**src/rtl/clk_divider.sv**
```systemverilog
// Divides Clk by DIV = CLK_FREQ_HZ/OUT_FREQ_HZ into a registered square wave, low phase first.
// Define CLK_DIV_TICK_EN to add the Tick output, a one-cycle pulse on each Clk_out rising edge.
module clk_divider #(
  parameter int CLK_FREQ_HZ = 50_000_000,
  parameter int OUT_FREQ_HZ = 1
) (
  input  logic Clk,
  input  logic Reset,
  output logic Clk_out
`ifdef CLK_DIV_TICK_EN
  ,
  output logic Tick
`endif
);

  localparam int DIV        = (OUT_FREQ_HZ > 0) ? (CLK_FREQ_HZ / OUT_FREQ_HZ) : 0;
  localparam int LOW_CYCLES = DIV - DIV / 2;
  localparam int CNT_W      = (DIV > 1) ? $clog2(DIV) : 1;

  localparam logic [CNT_W-1:0] CNT_LAST = CNT_W'(DIV - 1);
  localparam logic [CNT_W-1:0] CNT_RISE = CNT_W'(LOW_CYCLES);

  generate
    if (DIV < 2 || OUT_FREQ_HZ > CLK_FREQ_HZ) begin : g_bad_cfg
      $error("clk_divider: CLK_FREQ_HZ/OUT_FREQ_HZ must be at least 2");
    end
  endgenerate

  logic [CNT_W-1:0] count_reg;
  logic [CNT_W-1:0] count_next;
  logic             clk_out_reg;

  always_comb begin
    count_next = (count_reg == CNT_LAST) ? '0 : count_reg + 1'b1;
  end

  // Output decodes count_next so the registered square wave lines up with the count it represents.
  always_ff @(posedge Clk) begin
    if (!Reset) begin
      count_reg   <= '0;
      clk_out_reg <= 1'b0;
    end else begin
      count_reg   <= count_next;
      clk_out_reg <= (count_next >= CNT_RISE);
    end
  end

  assign Clk_out = clk_out_reg;

`ifdef CLK_DIV_TICK_EN
  logic tick_reg;

  always_ff @(posedge Clk) begin
    if (!Reset) begin
      tick_reg <= 1'b0;
    end else begin
      tick_reg <= (count_next == CNT_RISE);
    end
  end

  assign Tick = tick_reg;
`endif

endmodule

```
**config.mk**
```make
export PLATFORM = sky130hd
export DESIGN_NAME = clk_divider
export DESIGN_NICKNAME = d
export VERILOG_FILES = /design/src/rtl/clk_divider.sv
export SDC_FILE = /design/constraint.sdc
export NUM_CORES = 1
export LEC_CHECK = 0
export CORE_MARGIN = 10
export CORE_UTILIZATION = 61
export CTS_BUF_LIST = sky130_fd_sc_hd__clkbuf_8
export CTS_CLUSTER_SIZE = 20
export DETAILED_ROUTE_END_ITERATION = 8
export PLACE_DENSITY = 0.88
export RECOVER_POWER = 100
export SYNTH_ARGS = -nofsm -noshare
export SYNTH_HDL_FRONTEND = slang
export SYNTH_SLANG_ARGS = --single-unit
```
**constraint.sdc**
```tcl
create_clock -name Clk -period 2.75 [get_ports Clk]
set_clock_uncertainty 0.15 [all_clocks]
set_input_delay 0.55 -clock Clk [delete_from_list [all_inputs] [get_ports Clk]]
set_output_delay 0.55 -clock Clk [all_outputs]
set_load 0.01 [all_outputs]
```
==> metrics.md, run 1 <==
| Metric | Value |
|---|---|
| Clock sink count | 27 |
| WP data required | 2820 ps |
| Setup CP Type | reg -> reg |
| Cts hold-fix bufs | 0 |
| Area occupied by multi-input gates | 877.1 µm² |
| Ys async rst share | 0% |
| R2R Setup Slk | 330 ps |
| Buffers on Ports | 2 |
| Total power | 0.6345 mW |
| Endpoints failing setup | 0 |
| Largest net degree at the start of global routing | 17 |
| Design area | 1536 µm² |
| Most frequent cells in the layout | 27 x dfxtp_1, 23 x nor2_1, 12 x nand2_1 |
| Data arrival, critical path | 2490 ps |
| Synth warn | 0 |
| TritonCTS clock tree | built |
| Worst Path Max Fanout | 6 |
| Hold path startpoint | count_reg[0]$_SDFF_PN0_ |
| Clk slew on worst S/H paths | 90 ps |
| CTS resizes | 0 |
| Worst slew pin tran | 608.7 ps |
| Pleak | 0.5410 nW |
| NumNets Final | 172 |
| Number of buffers created by CTS | 3 |
| Remaining antenna violation count | 0 |
| Worst R2R Path Depth | 7 |
| Layout fillers | 206 |
| Reg-to-reg startpoint | count_reg[0]$_SDFF_PN0_ |
| Largest register FFs | 26 |
| Total routed wirelength | 2984 µm |
| Clock Path Buffers | 2 |
| Post-DP HPWL | 2173 µm |
| Clock latency on the worst-skew pair | 280 ps |
| Hold Path Sink | count_reg[0]$_SDFF_PN0_ |
| Slowest CP cell | dfxtp_1 |
| Htree depth | 1 |
| Status | finished, final reports clean |
| Reg area | 540.5 µm² |
| Hold depth | 1 |
| Synthesized netlist cell count | 170 |
| Area of placed instances | 1506 µm² |
| Place WS | 470.5 ps |
| Vias | 1224 |
| Die height | 70.01 µm |
| DRC errors left | 0 |
| Die area | 4901 µm² |
| Max Freq | 412.4 MHz |
| Final Hold Vio Count | 0 |
| Period utilisation layout | 88.17% |
| Ant diodes | 0 |
| Seq cells post-synth | 27 |
| First-pass GRT wire length | 5388 µm |
| Yosys cell types | 51 |
| Io pins | 3 |
| Setup TNS | 0 ps |
| Initial drt markers | 63 |
| Main flop type after synthesis | dfxtp_1 |
| Number of synthesized flops with an enable pin | 0 |
| Syn Area/Cell | 8.972 µm² |
| Tot GR Track Use | 12.70% |
| Rel. slew slack | 59.27% |
| Worst path cell trace | ha_1, and3_1, nand4_1, xor2_1, or2_1, o32ai_1, o2bb2ai_1 |
| Commonest non-fill, non-tap cell in the layout | dfxtp_1 |
| Initial antenna violation count | 0 |
| Slowest stage delay, CP | 380 ps |
| Vias per Instance | 6.182 |
| Grt ovf | 0 |
| WL/cell | 15.07 µm |
| RSZ-0062 raised after global routing | no |
| Final Wtd Congestion | 0.9148 |
| RR Endpoint | Clk_out$_SDFF_PN0_ |
| Postcts setup bufs | 0 |
| Layout cells sized above 1 | 8.333% |
| Row Count | 18 |
| Hold Crit Class | reg -> reg |
| Pwr per Cell Area | 413.0 nW/µm² |
| Die X | 70.01 µm |
| Crit end category | flop |
| Initial core utilization | 62.71% |
| Max VDD drop | 417.3 µV |
| Mapped Nets | 173 |
| Core Footprint | 2432 µm² |
| Worst setup SP type | flop |
| Root Buffer | clkbuf_8 |
| Worst setup margin | 325.4 ps |
| Post-synthesis cell area | 1525 µm² |
| Max cap viols | 0 |
| First-pass DRT Iterations | 4 |
| Max Slew Vio Count | 0 |
| Layout area overhead | 0.7381% |
| Seq/Total Area, Yosys | 35.44% |
| Post-layout minimum cycle time | 2425 ps |
| Vias in the first global route | 1282 |
| Hold WS | 318.3 ps |
[worst max-delay path by stage]
stage / start / end / depth (start not counted)
5_1_grt: count_reg[0]$_SDFF_PN0_ / Clk_out$_SDFF_PN0_ / 7
2_1_floorplan: count_reg[0]$_SDFF_PN0_ / Clk_out$_SDFF_PN0_ / 7
3_5_place_dp: count_reg[0]$_SDFF_PN0_ / Clk_out$_SDFF_PN0_ / 6
6_report: count_reg[0]$_SDFF_PN0_ / Clk_out$_SDFF_PN0_ / 7
4_1_cts: count_reg[0]$_SDFF_PN0_ / Clk_out$_SDFF_PN0_ / 6
3_3_place_gp: count_reg[2]$_SDFF_PN0_ / Clk_out$_SDFF_PN0_ / 6
[routing by layer]
layer	share of wire (%)	vias to the layer above	GRT usage, %
met5	0	-	0
met4	2.2	0	6.579
met3	4.9	9	2.684
met2	51	37	21.65
met1	42	580	14.42
li1	-	598	-
[worst max-delay path: cells and delay by family, from the launching register on]
family	cells	cell delay (ps)
xor gates and xnor gates	1	270
adders and majority gates	1	190
and+or+nand+nor	3	860
AOI/OAI and AO/OA	2	510
DFF	1	380
[Yosys cell counts, types with 3 or more instances]
cell type | number | area [µm²]
and3_1 | 4 | 25.02
dfxtp_1 | 27 | 540.5
nand3_1 | 7 | 35.03
xor2_1 | 11 | 96.34
nor2_1 | 23 | 86.33
a21oi_1 | 3 | 15.01
nor3_1 | 5 | 25.02
nand4_1 | 8 | 50.05
inv_1 | 4 | 15.01
xnor2_1 | 10 | 87.58
nand2_1 | 12 | 45.04
and2_1 | 6 | 37.54
[report_power, final]
part / leakage (nW) / switching, mW / internal, mW
Combinational: 0.298 / 0.00832 / 0.00494
Sequential: 0.218 / 0.00315 / 0.394
Clock: 0.0255 / 0.122 / 0.102
[logic make-up (layout without fill, tap and decap cells)]
group | Yosys count | count (layout) | synth area share [%]
AOI/OAI and AO/OA | 18 | 18 | 8.532
xor gates and xnor gates | 21 | 21 | 12.06
adders and majority gates | 1 | 1 | 0.8202
buffers and inverters | 12 | 10 | 5.988
DFF | 27 | 27 | 35.44
muxes | 2 | 2 | 1.395
and+or+nand+nor | 89 | 89 | 35.77
[cell type report]
class | count | area share (%)
Multi-Input combinational cell | 131 | 57.08
Sequential cell | 27 | 35.18
Clock buffer | 3 | 2.687
Tap cell | 30 | 2.443
Timing Repair Buffer | 2 | 1.303
Inverter | 4 | 0.9772
Clock inverter | 1 | 0.3257
[per-stage QoR]
step,cells,utilization [%]
final,198,63.17
after global routing,198,63.17
after CTS,198,63.84
after detailed placement,194,61.93
after global placement,194,61.93
after floorplan,170,-
Note: power is estimated with default switching activity, not from simulation.
==> run 2, diff against run 1 <==
--- a/config.mk
+++ b/config.mk
@@ -8,7 +8,7 @@
 export CORE_MARGIN = 10
 export CORE_UTILIZATION = 61
 export CTS_BUF_LIST = sky130_fd_sc_hd__clkbuf_8
-export CTS_CLUSTER_SIZE = 20
+export CTS_CLUSTER_SIZE = 40
 export DETAILED_ROUTE_END_ITERATION = 8
 export PLACE_DENSITY = 0.88
 export RECOVER_POWER = 100
==> results of run 2 <==
Final layout, timing and power as in run 1 (identical DEF).
